==> config.mk <==
export PLATFORM = sky130hd
export DESIGN_NAME = seq_alu
export DESIGN_NICKNAME = d
export VERILOG_FILES = /design/src/rtl/seq_alu.sv
export SDC_FILE = /design/constraint.sdc
export NUM_CORES = 1
export LEC_CHECK = 0
export BUFFER_PORTS_ARGS = -buffer_cell sky130_fd_sc_hd__clkbuf_2
export CAP_MARGIN = 20
export CORE_MARGIN = 2
export CORE_UTILIZATION = 55
export CTS_BUF_LIST = sky130_fd_sc_hd__clkbuf_16
export CTS_CLUSTER_DIAMETER = 30
export CTS_CLUSTER_SIZE = 24
export DETAILED_ROUTE_END_ITERATION = 6
export PLACE_DENSITY = 0.75
export SLEW_MARGIN = 20
export SYNTH_ARGS = -nofsm -noshare
export SYNTH_HDL_FRONTEND = slang
export SYNTH_SLANG_ARGS = --single-unit
==> constraint.sdc <==
create_clock -name clk -period 2.5 [get_ports clk]
set_input_delay 0 -clock clk [delete_from_list [all_inputs] [get_ports clk]]
set_output_delay 0 -clock clk [all_outputs]
set_load 0.005 [all_outputs]
==> src/rtl/seq_alu.sv <==
// seq_alu: handshaked integer ALU for the execute stage.
// Basic ops finish in one cycle. The optional RV32M-style multiply/divide
// ops iterate one bit per cycle through a shift/accumulate datapath.
//
// Build option: define SEQ_ALU_MD_EN to include multiply/divide. Without it,
// codes 08-0F behave as undefined ops (result 0, 1-cycle latency) and busy
// is tied low.
//
// Ports:
//   clk        clock, rising edge
//   rstn       asynchronous active-low reset
//   in_valid   operands/mode valid       in_ready   accepting (IDLE)
//   a, b       operands (WordSize)       alu_mode   5-bit operation code
//   out_valid  alu_out holds a result    out_ready  consumer takes result
//   alu_out    registered result         busy       iterating (CALC)
//
// state | meaning
// IDLE  | waiting for an operation, in_ready high
// CALC  | iterating a multiply/divide, one bit per cycle
// DONE  | result held on alu_out until out_ready
module seq_alu #(
    parameter int WordSize  = 32,
    parameter int ShAmtBits = $clog2(WordSize)
) (
    input  logic                clk,
    input  logic                rstn,
    input  logic                in_valid,
    output logic                in_ready,
    input  logic [WordSize-1:0] a,
    input  logic [WordSize-1:0] b,
    input  logic [4:0]          alu_mode,
    output logic                out_valid,
    input  logic                out_ready,
    output logic [WordSize-1:0] alu_out,
    output logic                busy
);

    typedef enum logic [1:0] {IDLE = 2'd0, CALC = 2'd1, DONE = 2'd2} state_e;

    state_e                state_q, state_d;
    logic [WordSize-1:0]   alu_out_q, alu_out_d;
    logic [WordSize-1:0]   basic_res;
    logic [ShAmtBits-1:0]  shamt;

    assign shamt = b[ShAmtBits-1:0];

    always_comb begin
        basic_res = '0;
        case (alu_mode)
            5'h00: basic_res = a + b;
            5'h10: basic_res = a - b;
            5'h04: basic_res = a ^ b;
            5'h06: basic_res = a | b;
            5'h07: basic_res = a & b;
            5'h01: basic_res = a << shamt;
            5'h05: basic_res = a >> shamt;
            5'h15: basic_res = $unsigned($signed(a) >>> shamt);
            5'h02: basic_res = {{(WordSize-1){1'b0}}, ($signed(a) < $signed(b))};
            5'h03: basic_res = {{(WordSize-1){1'b0}}, (a < b)};
            default: basic_res = '0;
        endcase
    end

`ifdef SEQ_ALU_MD_EN
    logic [ShAmtBits-1:0]  cnt_q, cnt_d;
    // hi: product high half / partial remainder; lo: multiplier / quotient
    logic [WordSize-1:0]   hi_q, hi_d, lo_q, lo_d, dvs_q, dvs_d;
    logic [2:0]            op_q, op_d;
    logic                  neg_q, neg_d;

    logic                  md_op, a_sgn, b_sgn, a_neg, b_neg, neg_acc;
    logic [WordSize-1:0]   a_mag, b_mag;
    logic [WordSize:0]     mul_sum, div_sh;
    logic                  div_ge;
    logic [WordSize-1:0]   step_hi, step_lo, div_val;
    logic [2*WordSize-1:0] prod, prod_s;
    logic [WordSize-1:0]   md_res;

    assign md_op = (alu_mode[4:3] == 2'b01);

    always_comb begin
        if (alu_mode[2]) begin
            a_sgn = ~alu_mode[0];
            b_sgn = ~alu_mode[0];
        end else begin
            // MUL low word is sign-agnostic; MULHSU treats only a as signed
            a_sgn = (alu_mode[1:0] == 2'b01) || (alu_mode[1:0] == 2'b10);
            b_sgn = (alu_mode[1:0] == 2'b01);
        end
        a_neg = a_sgn & a[WordSize-1];
        b_neg = b_sgn & b[WordSize-1];
        a_mag = a_neg ? -a : a;
        b_mag = b_neg ? -b : b;
        if (!alu_mode[2])
            neg_acc = a_neg ^ b_neg;
        else if (alu_mode[1])
            neg_acc = a_neg;
        else
            // divide by zero must stay all ones, so no quotient negation
            neg_acc = (a_neg ^ b_neg) && (b != '0);
    end

    always_comb begin
        mul_sum = {1'b0, hi_q} + (lo_q[0] ? {1'b0, dvs_q} : '0);
        div_sh  = {hi_q, lo_q[WordSize-1]};
        div_ge  = (div_sh >= {1'b0, dvs_q});
        if (op_q[2]) begin
            step_hi = div_ge ? (div_sh[WordSize-1:0] - dvs_q) : div_sh[WordSize-1:0];
            step_lo = {lo_q[WordSize-2:0], div_ge};
        end else begin
            step_hi = mul_sum[WordSize:1];
            step_lo = {mul_sum[0], lo_q[WordSize-1:1]};
        end
        prod    = {step_hi, step_lo};
        prod_s  = neg_q ? -prod : prod;
        div_val = op_q[1] ? step_hi : step_lo;
        if (op_q[2])
            md_res = neg_q ? -div_val : div_val;
        else if (op_q[1:0] == 2'b00)
            md_res = prod_s[WordSize-1:0];
        else
            md_res = prod_s[2*WordSize-1:WordSize];
    end
`endif

    always_comb begin
        state_d   = state_q;
        alu_out_d = alu_out_q;
`ifdef SEQ_ALU_MD_EN
        cnt_d = cnt_q;
        hi_d  = hi_q;
        lo_d  = lo_q;
        dvs_d = dvs_q;
        op_d  = op_q;
        neg_d = neg_q;
`endif
        case (state_q)
            IDLE: begin
                if (in_valid) begin
`ifdef SEQ_ALU_MD_EN
                    if (md_op) begin
                        state_d = CALC;
                        cnt_d   = ShAmtBits'(WordSize - 1);
                        hi_d    = '0;
                        lo_d    = a_mag;
                        dvs_d   = b_mag;
                        op_d    = alu_mode[2:0];
                        neg_d   = neg_acc;
                    end else
`endif
                    begin
                        state_d   = DONE;
                        alu_out_d = basic_res;
                    end
                end
            end
`ifdef SEQ_ALU_MD_EN
            CALC: begin
                hi_d = step_hi;
                lo_d = step_lo;
                if (cnt_q == '0) begin
                    // last iteration and sign fix-up share this edge
                    state_d   = DONE;
                    alu_out_d = md_res;
                end else begin
                    cnt_d = cnt_q - ShAmtBits'(1);
                end
            end
`endif
            DONE: begin
                if (out_ready) state_d = IDLE;
            end
            default: state_d = IDLE;
        endcase
    end

    always_ff @(posedge clk or negedge rstn) begin
        if (!rstn) begin
            state_q   <= IDLE;
            alu_out_q <= '0;
`ifdef SEQ_ALU_MD_EN
            cnt_q <= '0;
            hi_q  <= '0;
            lo_q  <= '0;
            dvs_q <= '0;
            op_q  <= '0;
            neg_q <= 1'b0;
`endif
        end else begin
            state_q   <= state_d;
            alu_out_q <= alu_out_d;
`ifdef SEQ_ALU_MD_EN
            cnt_q <= cnt_d;
            hi_q  <= hi_d;
            lo_q  <= lo_d;
            dvs_q <= dvs_d;
            op_q  <= op_d;
            neg_q <= neg_d;
`endif
        end
    end

    assign in_ready  = (state_q == IDLE);
    assign out_valid = (state_q == DONE);
    assign alu_out   = alu_out_q;
`ifdef SEQ_ALU_MD_EN
    assign busy = (state_q == CALC);
`else
    assign busy = 1'b0;
`endif

endmodule

==> results.rst <==
.. list-table::
   :header-rows: 1

   * - Metric
     - Value
   * - Status
     - complete, but fails checks
   * - Violations in the final reports
     - DRC, setup timing
   * - Mean area per synthesized cell
     - 7.169 sq um
   * - Arrival @ worst endpoint
     - 2.73 ns
   * - CP endpoint kind
     - flip-flop
   * - DIE AREA
     - 19,600 sq um
   * - Sequential element share of the synthesized area
     - 0.08117
   * - Highest fanout seen on the critical path
     - 18
   * - Number of hold violations in the final report
     - 0
   * - Cell area after placement
     - 13,160 sq um
   * - Top-area cell type share of the netlist area
     - 0.1230
   * - Top post-synthesis cells by area
     - ha_1 (12%), mux4_2 (9.1%), dfrtp_1 (8.1%)
   * - Site Rows
     - 49
   * - Power per Cell Area
     - 318.7 nW/um^2
   * - Via count of the first global-routing pass
     - 12,983
   * - Number of DRC markers after the initial detailed-route iteration
     - 2,463
   * - Post-synthesis net count
     - 1,594
   * - Post-detailed-routing wire length
     - 53,550 um
   * - Worst Max-Slew Pin Slew
     - 0.9107 ns
   * - Routed WL per cell
     - 26.72 um
   * - Largest area contributor in the netlist
     - ha_1
   * - HPWL after detailed placement
     - 40,110 um
   * - Fillers
     - 1,311
   * - Final count of pins violating max slew
     - 0
   * - Residual DRC
     - 31
   * - P_leak
     - 6.561 nW
   * - Initial antenna violation count
     - 1
   * - Switching part of the total
     - 0.4573
   * - Final hold slack
     - 0.2243 ns
   * - Core box area
     - 18,090 sq um
   * - RSZ-0062 raised after global routing
     - yes
   * - Prevailing post-synth register cell
     - dfrtp_1
   * - Horizontal die dimension
     - 140.0 um
   * - Design Area, Final
     - 14,070 sq um
   * - Synth async-reset ratio
     - 1.000
   * - Mux contribution to synthesized area
     - 0.1648
   * - Maximum number of pins on one net before global-route repair
     - 57
   * - Clock power frac
     - 0.190
   * - Area of the mapped netlist
     - 10,170 sq um
   * - Vias per inst
     - 7.145
   * - GRT Util Overall
     - 0.4975
   * - Cells after Synth
     - 1,419
   * - Combinational group share of total power
     - 0.676
   * - Layout Nets
     - 1,949
   * - Most frequent cells after synthesis
     - nor2_1 (154), nand2_1 (132), a21oi_1 (127)
   * - Fraction of synthesized cell area in xor and xnor cells
     - 0.009470
   * - Data required time of the worst path
     - 2.66 ns
   * - First-pass iteration count of the detailed router
     - 7
   * - Number of buffers on the longest clock path
     - 2
   * - Worst slew margin relative to its limit
     - 0.3929
   * - Launching element type of the critical path
     - input pin
   * - Clock insertion delay at the later pin of the skew report
     - 0.29 ns
   * - Post-layout power
     - 4.484 mW
   * - Post-route setup slack
     - -0.06771 ns
   * - Yosys warnings
     - 0
   * - Worst ir drop on vdd
     - 0.2465 mV
   * - Proportion of layout cells with a drive suffix above 1
     - 0.3538
   * - Max Cap Viol
     - 0
   * - Main combinational cell family by area after synthesis
     - compound AO/OA/AOI/OAI gates
   * - Adder-cell share of the synthesized area
     - 0.1269
   * - Clock net sink count
     - 33
   * - Wire length of the first global-routing pass
     - 75,750 um
   * - Setup TNS after final layout
     - -0.1090 ns
   * - Clock Skew
     - 0.006269 ns
   * - Power Internal
     - 2.433 mW
   * - Antenna cell count
     - 0
   * - Number of enable-type register cells in the synthesized netlist
     - 0
   * - P_sw
     - 2.051 mW
   * - Count of input and output buffers
     - 106
   * - Worst R2R Setup Slack
     - 0.27 ns
   * - Area added between synthesis and finish
     - 38.29%
   * - Flop pwr share
     - 0.135
   * - Post-route fraction of the period consumed by the critical path
     - 1.027
   * - Die Y-Extent
     - 140.0 um
   * - Count leader, synth
     - nor2_1
   * - Worst-path clk slew
     - 0.06 ns
   * - Fmax
     - 0.3895 GHz
   * - Number of different library cells in the post-synthesis netlist
     - 85
   * - Post-synthesis compound-gate area fraction
     - 0.3274
   * - CTS Root Buffer Type
     - clkbuf_16
   * - Number of CTS-inserted buffers
     - 5
   * - Core utilization of the finished layout
     - 0.7779
   * - Clock tree from TritonCTS
     - done
   * - Via total after detailed routing
     - 14,319
   * - Critical Setup Path Class
     - in2reg
   * - Post-Synth Simple-Gate Area
     - 0.1997
   * - GP Congestion
     - 1.125
   * - H-tree level count
     - 2
   * - HP Class
     - in2reg
   * - Ports placed on the boundary
     - 108
   * - Number of storage elements in the synthesis netlist
     - 33
   * - Starting density of the core
     - 0.5625
   * - Count of endpoints failing setup in the final report
     - 3
   * - Total overflow reported by the global router
     - 0
   * - Final period demand of the worst path
     - 2.568 ns
   * - DRT antenna net count
     - 0
[timing repair]
item	4_1_cts	5_1_grt
hold endpoints to repair	34	0
setup endpoints to repair	8	24
gates cloned	0	3
hold buffers	2	0
pin swaps	11	40
setup buffers	3	9
resized for setup	20	82
[cells in the final DEF, fill, tap and decap left out, types with 10 or more instances in the layout]
cell,count
dfrtp_1,33
nor2b_1,11
o22ai_1,13
nor2_1,154
a21o_1,15
mux4_2,41
o221ai_1,17
clkbuf_2,102
inv_1,96
nand2_1,131
or3_1,10
a211oi_1,20
mux2_2,18
o211ai_1,18
a21oi_1,124
and2_1,13
ha_4,11
ha_1,84
mux2i_1,54
nand3_1,20
o21bai_1,10
a31oi_1,17
a221oi_1,17
o21ai_0,106
a22oi_1,18
buf_4,338
nor3_1,35
[worst max-delay path, cell delays in order]
cell and delay, ns:
clkbuf_2 0.12, inv_1 0.20, buf_4 0.18, buf_6 0.22
buf_4 0.22, mux2i_1 0.40, mux2_2 0.33, mux2i_1 0.13
a211oi_1 0.36, nor2b_1 0.20, o311ai_2 0.13, o211ai_1 0.11
a31oi_1 0.11
[worst paths after layout]
check,startpoint,end,cells after the start
max in group asynchronous,rstn,alu_out[26],2
worst min register to register,alu_out[14],alu_out[14],2
min in group asynchronous,rstn,alu_out[16],2
worst max register to register,state_q[1],alu_out[31],9
worst max-delay path,b[1],alu_out[31],13
worst min-delay path,in_valid,alu_out[0],3
[metal layers]
metal / part of all wire / vias up / GRT usage / wire (um)
met3: 0.14 / 385 / 0.1097 / 7583
li1: - / 6005 / - / -
met4: 0.10 / 2 / 0.3317 / 5519
met1: 0.35 / 6509 / 0.6442 / 18770
met5: 0.00024 / - / 0 / 13
met2: 0.40 / 1418 / 0.7449 / 21660
[cells by family after synthesis]
kind of cell	count (synthesis)
xor gates and xnor gates	11
DFF	33
muxes	114
other	1
AOI/OAI and AO/OA	501
buffers and inverters	217
and+or+nand+nor	440
adders and majority gates	102
[power by group through the flow]
stage          Sequential [mW]  Clock [mW]  Combinational (mW)
2_1_floorplan            0.608           0                1.44
3_3_place_gp             0.609           0                2.61
3_5_place_dp             0.611           0                2.65
4_1_cts                  0.601       0.842                2.70
5_1_grt                  0.607       0.860                3.16
6_report                 0.604       0.850                3.03
[state kept, by name (all words and copies together), names as in the netlist]
| name | flops |
|---|---|
| state_q | 1 |
| alu_out | 32 |
[cell type report]
| type | instances | area [sq um] | area share |
|---|---|---|---|
| multi-input combinational | 1169 | 8980 | 0.6383 |
| clock inverter | 3 | 68.82 | 0.004891 |
| timing repair buffer | 461 | 3383 | 0.2405 |
| sequential | 33 | 825.8 | 0.05870 |
| tap | 229 | 286.5 | 0.02037 |
| inverter | 104 | 399.1 | 0.02837 |
| clock buffer | 5 | 125.1 | 0.008894 |
[stage by stage]
step	std cells	worst slack [ns]
after global placement	1981	-0.4991
after floorplan	1419	-0.3293
after CTS	1994	-0.01529
final	2004	-0.06771
after detailed placement	1981	-0.5362
after global routing	2004	-0.09716
No activity file was read; power rests on OpenSTA's default activity.
